[config.mk]
export PLATFORM = sky130hd
export DESIGN_NAME = phoenix_switch_control
export DESIGN_NICKNAME = d
export VERILOG_FILES = /design/src/rtl/phoenix_switch_control.sv
export SDC_FILE = /design/constraint.sdc
export NUM_CORES = 1
export LEC_CHECK = 0
export BUFFER_PORTS_ARGS = -buffer_cell sky130_fd_sc_hd__buf_2
export CORE_MARGIN = 4
export CORE_UTILIZATION = 38
export DETAILED_ROUTE_END_ITERATION = 10
export PLACE_DENSITY = 0.68
export SYNTH_ARGS = -nofsm -noshare
export SYNTH_HDL_FRONTEND = slang
export SYNTH_SLANG_ARGS = --single-unit
[constraint.sdc]
create_clock -name clock -period 5.04 [get_ports clock]
set_input_delay 1.008 -clock clock [delete_from_list [all_inputs] [get_ports clock]]
set_output_delay 1.008 -clock clock [all_outputs]
set_load 0.01 [all_outputs]
[src/rtl/phoenix_switch_control.sv]
// Phoenix router switch control: round-robin header arbitration, XY routing, crossbar tables.
// Optional blocked-route counter port block_cnt enabled by `define SC_BLOCK_CNT_EN.
module phoenix_switch_control #(
   parameter int NPORT    = 5,
   parameter int TAM_FLIT = 16,
   parameter int ADDR_X   = 0,
   parameter int ADDR_Y   = 0
) (
   input  logic                      clock,
   input  logic                      reset,
   input  logic [NPORT-1:0]          h,
   input  logic [NPORT-1:0]          sender,
   input  logic [NPORT*TAM_FLIT-1:0] data,
   output logic [NPORT-1:0]          ack_h,
   output logic [NPORT*3-1:0]        mux_in,
   output logic [NPORT*3-1:0]        mux_out,
   output logic [NPORT-1:0]          free
`ifdef SC_BLOCK_CNT_EN
   ,
   output logic [15:0]               block_cnt
`endif
);

   localparam logic [2:0] EAST   = 3'd0;
   localparam logic [2:0] WEST   = 3'd1;
   localparam logic [2:0] NORTH  = 3'd2;
   localparam logic [2:0] SOUTH  = 3'd3;
   localparam logic [2:0] LOCAL  = 3'd4;
   localparam logic [3:0] ADDR_X_L = 4'(ADDR_X);
   localparam logic [3:0] ADDR_Y_L = 4'(ADDR_Y);

   typedef enum logic [1:0] {
      S_IDLE  = 2'd0,
      S_ARB   = 2'd1,
      S_ROUTE = 2'd2,
      S_GRANT = 2'd3
   } state_t;

   state_t            state_r;
   logic [2:0]        last_r;
   logic [2:0]        sel_r;
   logic [NPORT-1:0]  sender_q_r;
   logic [2:0]        next_sel_s;
   logic [7:0]        hdr_s;
   logic [2:0]        dst_s;

   // X first, then Y; equal coordinates deliver locally
   function automatic logic [2:0] xy_route(input logic [3:0] tx, input logic [3:0] ty);
      logic [2:0] port;
      if (tx > ADDR_X_L) begin
         port = EAST;
      end else if (tx < ADDR_X_L) begin
         port = WEST;
      end else if (ty > ADDR_Y_L) begin
         port = NORTH;
      end else if (ty < ADDR_Y_L) begin
         port = SOUTH;
      end else begin
         port = LOCAL;
      end
      return port;
   endfunction

   // Round-robin pick: descending scan leaves the nearest requester after last_r
   always_comb begin
      logic [2:0] idx;
      idx        = 3'd0;
      next_sel_s = last_r;
      for (int k = NPORT; k >= 1; k--) begin
         idx        = 3'((int'(last_r) + k) % NPORT);
         next_sel_s = h[idx] ? idx : next_sel_s;
      end
   end

   // Destination of the header at the head of the selected buffer
   always_comb begin
      hdr_s = data[int'(sel_r)*TAM_FLIT +: 8];
      dst_s = xy_route(hdr_s[7:4], hdr_s[3:0]);
   end

   // Arbitration FSM, crossbar tables and end-of-packet release
   always_ff @(posedge clock) begin
      if (reset) begin
         state_r    <= S_IDLE;
         last_r     <= LOCAL;
         sel_r      <= 3'd0;
         sender_q_r <= {NPORT{1'b0}};
         ack_h      <= {NPORT{1'b0}};
         free       <= {NPORT{1'b1}};
         mux_in     <= {(NPORT*3){1'b0}};
         mux_out    <= {(NPORT*3){1'b0}};
`ifdef SC_BLOCK_CNT_EN
         block_cnt  <= 16'h0000;
`endif
      end else begin
         sender_q_r <= sender;
         ack_h      <= {NPORT{1'b0}};
         // A falling sender frees whatever output that input held
         for (int i = 0; i < NPORT; i++) begin
            if (sender_q_r[i] && !sender[i]) begin
               free[mux_out[i*3 +: 3]] <= 1'b1;
            end
         end
         case (state_r)
            S_IDLE: begin
               if (|h) begin
                  state_r <= S_ARB;
               end else begin
                  state_r <= S_IDLE;
               end
            end
            S_ARB: begin
               if (|h) begin
                  sel_r   <= next_sel_s;
                  last_r  <= next_sel_s;
                  state_r <= S_ROUTE;
               end else begin
                  state_r <= S_IDLE;
               end
            end
            S_ROUTE: begin
               if (free[dst_s]) begin
                  free[dst_s]                    <= 1'b0;
                  mux_in[int'(dst_s)*3 +: 3]     <= sel_r;
                  mux_out[int'(sel_r)*3 +: 3]    <= dst_s;
                  ack_h[sel_r]                   <= 1'b1;
                  state_r                        <= S_GRANT;
               end else begin
`ifdef SC_BLOCK_CNT_EN
                  if (block_cnt != 16'hFFFF) begin
                     block_cnt <= block_cnt + 16'd1;
                  end else begin
                     block_cnt <= block_cnt;
                  end
`endif
                  state_r <= S_IDLE;
               end
            end
            S_GRANT: begin
               state_r <= S_IDLE;
            end
            default: begin
               state_r <= S_IDLE;
            end
         endcase
      end
   end

endmodule

After elaboration in Yosys (flattened, before gate mapping)
Index checks and enable logic that the tools add are counted.
{"block": "op_classes", "addsub": 7, "mul": 2, "n_div": 5, "magnitude_cmp": 23, "eq_ne": 3, "shift": 5, "mux": 53, "bitwise": 9, "n_reduce_logical": 22}
{"cell": "$mod A32 B4 Y32 const B", "n": 5}
{"cell": "$shiftx A80 B8 Y8", "n": 1}
{"cell": "$neg A5 Y33", "n": 2}
{"cell": "$shift A3 B33 Y15 const A", "n": 2}
{"cell": "$shiftx A3 B33 Y15", "n": 2}
{"cell": "$mux W5", "n": 12}
{"cell": "$lt A3 B4 Y1 const B", "n": 12}
{"cell": "$bwmux W15", "n": 2}
{"cell": "$mux W3", "n": 9}
{"cell": "$or A5 B5 Y5", "n": 5}
{"cell": "$demux W1 S3", "n": 7}
{"cell": "$ge A3 B1 Y1 const B", "n": 7}
{"cell": "$bmux W1 S3", "n": 6}
{"cell": "$mux W1", "n": 14}
{"cell": "$logic_and A1 B1 Y1", "n": 12}
{"cell": "$mul A3 B2 Y5 const B", "n": 2}
{"cell": "$add A3 B2 Y4 const B", "n": 2}
{"cell": "$add A3 B3 Y4 const B", "n": 2}
{"cell": "$gt A4 B1 Y1 const B", "n": 2}
{"cell": "$lt A4 B1 Y1 const B", "n": 2}
{"cell": "$pmux W2 S4", "n": 1}
{"cell": "$and A5 B5 Y5", "n": 1}
{"cell": "$logic_not A1 Y1", "n": 5}
{"cell": "$not A5 Y5", "n": 1}
{"cell": "other kinds (9)", "n": 13}
{"block": "word_totals", "reg_bits": 53, "wordCells": 137}

Logic depth before layout (Yosys ltp)
Gate-level depths: netlist of the first run.
{"block": "logic_depth", "depth_word": 22, "mapped_depth": 21, "mapped_depth_nobuf": 18}

Least setup slack after synthesis of the first run
No wires, ideal clock.
{"block": "synth_path", "path_type": "register to register", "startpoint": "register last_r[0]", "endpoint": "register last_r[1]", "setup_time_ps": 120, "arrival_ps": 4450, "t_required_ps": 4920, "setup_slack_ps": 470, "path_stages_with_launch": 20, "period_less_slack_ps": 4570, "cell_sequence": "dfxtp_1 -> buf_4 -> inv_1 -> buf_2 -> ha_1 -> clkinv_1 -> ha_1 -> or3b_1 -> o22ai_1 -> or2_2 -> ha_1 -> nand2b_1 -> o2111ai_1 -> o211ai_2 -> mux2_2 -> a31oi_1 -> nor2_1 -> a41oi_4 -> mux2i_1 -> o21ai_1"}
{"block": "synth_via", "elab_chain_len": 9, "word_cells_on_any_way": 25}
{"item": "start: declaration", "line": "40", "rtl": "logic [2:0] last_r;"}
{"item": "start signal: assignment", "line": "115", "rtl": "last_r <= next_sel_s;"}
{"item": "$add A3 B3 Y4", "line": "70", "rtl": "idx = 3'((int'(last_r) + k) % NPORT);"}
{"item": "$mod A32 B4 Y32", "line": "70"}
{"item": "$bmux W1 S3", "line": "71", "rtl": "next_sel_s = h[idx] ? idx : next_sel_s;"}
{"item": "$mux W1 (implied by the code)", "line": "71"}
{"item": "$mux W3 (4 in series)", "line": "71"}
{"item": "$mux W3 *", "line": "71"}
Mark *: on every way between the ends. The rest lies on a longest branch, timed or not. The select of a mux whose other input is x is not followed.
A chain may end at the register's enable or synchronous reset.

Final worst setup path of the first run
Ends and elaborated chain as after synthesis.

==> results of run 1 <==
## critical path: stages (launching register included)
cell,delay (ps)
dfxtp_1,610
inv_1,110
ha_1,290
buf_4,230
clkinv_1,120
ha_1,230
or3b_1,370
o22ai_1,320
or2_2,200
ha_1,190
nand2b_1,90
o2111ai_1,130
o211ai_2,230
mux2_2,340
a31oi_1,310
nor2_1,160
a41oi_4,250
mux2i_1,200
o21ai_1,70
## registers in the layout, indices dropped and copies added, names as in the netlist
name and flops:
last_r 3, sel_r 1, mux_in 9, mux_out 10, state_r 2, free 5
ack_h 5, sender_q_r 5
## through the flow
step,std cells,hold slack [ps]
floorplan,515,481
global placement,703,421
detailed placement,703,434
CTS,710,451
global route,710,479
finish,710,450
## cells in the mapped netlist, types with 3 or more instances
master    count
or2_2         5
o21bai_1      3
buf_6         4
nor4b_1       5
or4_1         4
o21ai_0       9
nand4_1      11
buf_2         6
nor3_1       18
ha_1         25
buf_1         4
a31oi_1       8
xnor2_1       3
a21o_1       10
buf_4        14
nor4b_2       4
o21a_1        4
a21oi_2       3
o31ai_1       3
nand2b_1     12
o41ai_1       4
nor4bb_1      6
nor2_1       57
inv_1        16
o21ai_1       3
nor2b_1      12
nor4_1        7
inv_2         3
nand2_1      38
nand3_1      13
clkbuf_1     10
mux2i_1      23
o211ai_1      8
a221oi_1      4
and3_1        5
a21oi_1      23
dfxtp_1      40
nand3b_1      7
a211oi_1      4
## layout make-up
type,instances,area (um2),area share
clock buffers,6,72.6,0.0158
clock inverters,1,5.00,0.00109
inverters,20,75.1,0.0164
multi-input cells,415,2970,0.648
flip-flops and latches,40,801,0.175
well taps,136,170,0.0371
repair buffers,92,490,0.107
## cells by family (layout without fill, tap and decap cells)
kind of cell,after synthesis,after routing
and+or+nand+nor,220,220
AOI/OAI and AO/OA,126,126
buffers and inverters,60,119
DFF,40,40
muxes,27,27
adders and majority gates,25,25
xor gates and xnor gates,6,6
other,1,11
## worst min path at each step
| stage | from | to | depth (start not counted) |
|---|---|---|---|
| after global routing | free[3]$_SDFF_PP1_ | free[3]$_SDFF_PP1_ | 1 |
| after CTS | free[3]$_SDFF_PP1_ | free[3]$_SDFF_PP1_ | 1 |
| after floorplan | mux_in[12]$_SDFFE_PP0P_ | mux_in[12]$_SDFFE_PP0P_ | 2 |
| final | free[3]$_SDFF_PP1_ | free[3]$_SDFF_PP1_ | 1 |
| after detailed placement | free[3]$_SDFF_PP1_ | free[3]$_SDFF_PP1_ | 1 |
| after global placement | free[1]$_SDFF_PP1_ | free[1]$_SDFF_PP1_ | 1 |
## power breakdown
part	internal, uW	total [uW]	switching, uW
sequential	339	387	48.3
clock	94.0	196	102
combinational	934	2270	1340
## layer usage
layer	vias to the layer above	track usage	share of wire
li1	1997	-	-
met1	1899	0.226	0.47
met2	121	0.286	0.46
met3	14	0.0359	0.057
met4	2	0.0430	0.016
met5	-	0	0.0025
==> results_dict.tcl, run 1 <==
set metrics [dict create \
    numPortBuffers 80 \
    clk_latency_ps 290 \
    irDropWorstVdd_uv 231 \
    power_density_mw_per_mm2 623 \
    fin_area_mm2 0.00458 \
    relSlewSlack 0.541 \
    htreeDepth 2 \
    netlist_instances 505 \
    die_h_um 111 \
    wire_per_inst_um 15.4 \
    setup_violations 0 \
    final_cell_mix "buf_2, nor2_1, dfxtp_1, nand2_1, ha_1" \
    start_util 0.391 \
    rsz0062_at_grt "false" \
    crit_start "last_r[0]$_SDFFE_PP0P_" \
    cts_sinks 40 \
    synth_compound_area_frac 0.250 \
    cts_buffers 5 \
    period_needed_ps 4590 \
    timing.rr.end "last_r[1]$_SDFFE_PP0P_" \
    die_area_mm2 0.0124 \
    holdBufCountCts 0 \
    n_fill_cell 1039 \
    viasPerCell 5.68 \
    worst-setup-path-type "reg -> reg" \
    r2r-start "last_r[0]$_SDFFE_PP0P_" \
    synth_edf_count 0 \
    synth-seq-cells 40 \
    drt-initial-drc-count 191 \
    critical_path_required_ps 5220 \
    ctsLongestPathBuffers 2 \
    post-place-ws_ps 481 \
    utilization 0.442 \
    leakage_uw 0.00194 \
    cts_root_buf "clkbuf_8" \
    clkSlewWorstSetupHoldPaths_ps 70 \
    finalWorstSetupSlack_ps 451 \
    post-route-drc-count 0 \
    firstDrtPassIters 4 \
    ys.warnings.count 0 \
    critPathMaxFanout 19 \
    grt_pass1_vias 3879 \
    grt_use_total 0.171 \
    routed_wl_um 10900 \
    yosys.area_share.xor_xnor 0.0213 \
    synthMuxAreaShare 0.0706 \
    cp-endpoint "last_r[1]$_SDFFE_PP0P_" \
    cp-start-kind "flip-flop" \
    gp_congestion 0.864 \
    area_delta_synth_final_pct 12.9 \
    finalClockSkew_ps 3.13 \
    postCtsSetupRepairBufs 0 \
    cts_resized 0 \
    synthTopCellsByArea "dfxtp_1, ha_1, mux2i_1" \
    worstRegToRegCells 18 \
    fmax_mhz 218 \
    overflow 0 \
    grt_max_degree 41 \
    layout-drive-gt1-share 0.242 \
    hold_viol_final 0 \
    die_x_um 111 \
    syn_avg_cell_area_um2 8.04 \
    tns_ps 0 \
    synth_area_mm2 0.00406 \
    vias 4033 \
    n_antenna_cell 0 \
    hpwl_um 8430 \
    dpl_cell_area_mm2 0.00450 \
    cap_violations 0 \
    fin_crit_sh 0.911 \
    synth_top_cell_by_area "dfxtp_1" \
    final_common_cell "buf_2" \
    placementRows 37 \
    crit_arrival_ps 4770 \
    fin_nets 691 \
    cts_tree "yes" \
    drtAntennaViolNets 0 \
    io_pins 132 \
    synth_fa_ha_area_frac 0.0771 \
    core-area_mm2 0.0104 \
    grt_first_pass_wirelength_um 18100 \
    total_power_uw 2850 \
    drv_slew 0 \
    rrSetupSlack_ps 450 \
    synthArstFlopShare 0 \
    seq_area_frac_synth 0.197 \
    yosys.area_share.simple 0.302 \
    min_path_type "reg -> reg" \
    yosysTopAreaCellShare 0.197 \
    status "complete, no violations" \
    synth_flop_cell "dfxtp_1" \
    synth_cell_types 92 \
    synth_top_family_by_area "simple AND/OR/NAND/NOR gates" \
    worst_pin_slew_ps 679 \
    endpoint_kind "flip-flop" \
    antenna_found_initial 1 \
]
No activity file was read; power rests on OpenSTA's default activity.
==> run 2, diff against run 1 <==
--- a/config.mk
+++ b/config.mk
@@ -7,9 +7,9 @@
 export LEC_CHECK = 0
 export BUFFER_PORTS_ARGS = -buffer_cell sky130_fd_sc_hd__buf_2
 export CORE_MARGIN = 4
-export CORE_UTILIZATION = 38
+export CORE_UTILIZATION = 52
 export DETAILED_ROUTE_END_ITERATION = 10
-export PLACE_DENSITY = 0.68
+export PLACE_DENSITY = 0.87
 export SYNTH_ARGS = -nofsm -noshare
 export SYNTH_HDL_FRONTEND = slang
 export SYNTH_SLANG_ARGS = --single-unit
==> results_dict.tcl, run 2 (synthesized netlist as in run 1, its figures left out) <==
set metrics [dict create \
    status "complete, no violations" \
    endpoint_kind "flip-flop" \
    min_path_cells 1 \
    grt_use_total 0.241 \
    postCtsSetupRepairBufs 0 \
    routed_wl_um 11100 \
    die_h_um 96.4 \
    critical_path_required_ps 5230 \
    period_needed_ps 4730 \
    irDropWorstVdd_uv 287 \
    crit_arrival_ps 4910 \
    hpwl_um 8220 \
    rsz0062_at_grt "false" \
    post-place-ws_ps 439 \
    cts_sinks 40 \
    gp_congestion 0.975 \
    n_antenna_cell 0 \
    n_fill_cell 616 \
    overflow 0 \
    cts_resized 0 \
    cts_buffers 5 \
    switching_share 0.513 \
    worstRegToRegCells 18 \
    grt_pass1_vias 3884 \
    finalWorstSetupSlack_ps 315 \
    cts_root_buf "clkbuf_8" \
    tns_ps 0 \
    pwr-share-seq 0.131 \
    cts_tree "yes" \
    top_regs "mux_out (10), mux_in (9)" \
    power_frac_comb 0.772 \
    fmax_mhz 212 \
    final_common_cell "buf_2" \
    firstDrtPassIters 5 \
    internal-power_uw 1440 \
    start_util 0.548 \
    fin_crit_sh 0.938 \
    r2r-start "last_r[1]$_SDFFE_PP0P_" \
    clkSlewWorstSetupHoldPaths_ps 80 \
    wire_per_inst_um 16.5 \
    regMostFlops "mux_out" \
    die_x_um 96.4 \
    clk_latency_ps 300 \
    htreeDepth 2 \
    numPortBuffers 80 \
    hp-start "free[1]$_SDFF_PP1_" \
    setup_violations 0 \
    cp-start-kind "flip-flop" \
    hold_viol_final 0 \
    worst-setup-path-type "reg -> reg" \
    relSlewSlack 0.381 \
    finalClockSkew_ps 5.77 \
    drt-initial-drc-count 401 \
    holdBufCountCts 0 \
    rrSetupSlack_ps 310 \
    pwr-share-clk 0.097 \
    critPathMaxFanout 9 \
    largest_register_ffs 10 \
    leakage_uw 0.00195 \
    ctsLongestPathBuffers 2 \
    min_path_type "reg -> reg" \
    area_delta_synth_final_pct 12.4 \
    cap_violations 0 \
    worst_pin_slew_ps 927 \
    hold-path-endpoint "free[1]$_SDFF_PP1_" \
    timing.rr.end "last_r[1]$_SDFFE_PP0P_" \
    io_pins 132 \
    final_cell_mix "buf_2, nor2_1, dfxtp_1, nand2_1, ha_1" \
    core-area_mm2 0.00741 \
    fin_nets 688 \
    antenna_found_initial 0 \
    power_density_mw_per_mm2 648 \
    grt_max_degree 46 \
    drv_slew 0 \
    grt_first_pass_wirelength_um 18000 \
    layout-drive-gt1-share 0.241 \
    die_area_mm2 0.00928 \
    drtAntennaViolNets 0 \
    power.switching_uw 1520 \
    viasPerCell 6.12 \
    post-route-drc-count 0 \
    vias 4107 \
    placementRows 31 \
]
run 2: metal layers:
layer  routed length [um]  share of wire  global-route usage
met4                  208          0.019              0.0701
met2                 5280           0.48               0.400
met5                    0              0                   0
met3                  906          0.082              0.0391
met1                 4690           0.42               0.321
run 2: power by group through the flow:
stage	registers (uW)	clock network, uW	logic, uW
6_report	388	287	2280
5_1_grt	391	299	2510
4_1_cts	386	287	2240
3_5_place_dp	393	0	2230
3_3_place_gp	392	0	2150
2_1_floorplan	371	0	1860
run 2: critical path, cell delays in order, from the launching register on:
cell and delay [ps]:
dfxtp_1 310, inv_1 210, ha_1 540, xnor2_2 220, inv_2 110, ha_1 240, or3b_1 380, o22ai_1 350
or2_2 200, ha_1 190, nand2b_1 90, o2111ai_1 130, o211ai_2 230, mux2_2 330, a31oi_1 340, nor2_1 160
a41oi_4 260, mux2i_1 220, o21ai_1 80
run 2: worst max-delay path by stage:
stage	start	to	slack (ps)	cells after the start
global route	last_r[1]$_SDFFE_PP0P_	last_r[1]$_SDFFE_PP0P_	20	18
floorplan	last_r[0]$_SDFFE_PP0P_	last_r[1]$_SDFFE_PP0P_	470	19
detailed placement	last_r[1]$_SDFFE_PP0P_	last_r[0]$_SDFFE_PP0P_	440	18
global placement	last_r[1]$_SDFFE_PP0P_	last_r[0]$_SDFFE_PP0P_	630	18
finish	last_r[1]$_SDFFE_PP0P_	last_r[1]$_SDFFE_PP0P_	310	18
CTS	last_r[1]$_SDFFE_PP0P_	last_r[0]$_SDFFE_PP0P_	420	18
run 2: area by class of cell:
class                   count  area (um2)  area share
multi-input cells         415        2970       0.651
inverters                  20        75.1      0.0165
clock inverters             1        30.0     0.00658
well taps                  99         124      0.0272
clock buffers               7        96.3      0.0211
flip-flops and latches     40         801       0.176
repair buffers             89         468       0.103
run 2: per-stage QoR:
step / area (um2) / power, uW / hold slack (ps) / utilization / cells
after global placement: 4440 / 2540 / 422 / 0.599 / 663
after global routing: 4560 / 3200 / 472 / 0.616 / 671
after floorplan: 4100 / 2230 / 481 / - / 515
after CTS: 4560 / 2910 / 454 / 0.616 / 671
after detailed placement: 4440 / 2620 / 434 / 0.599 / 663
final: 4560 / 2960 / 449 / 0.616 / 671
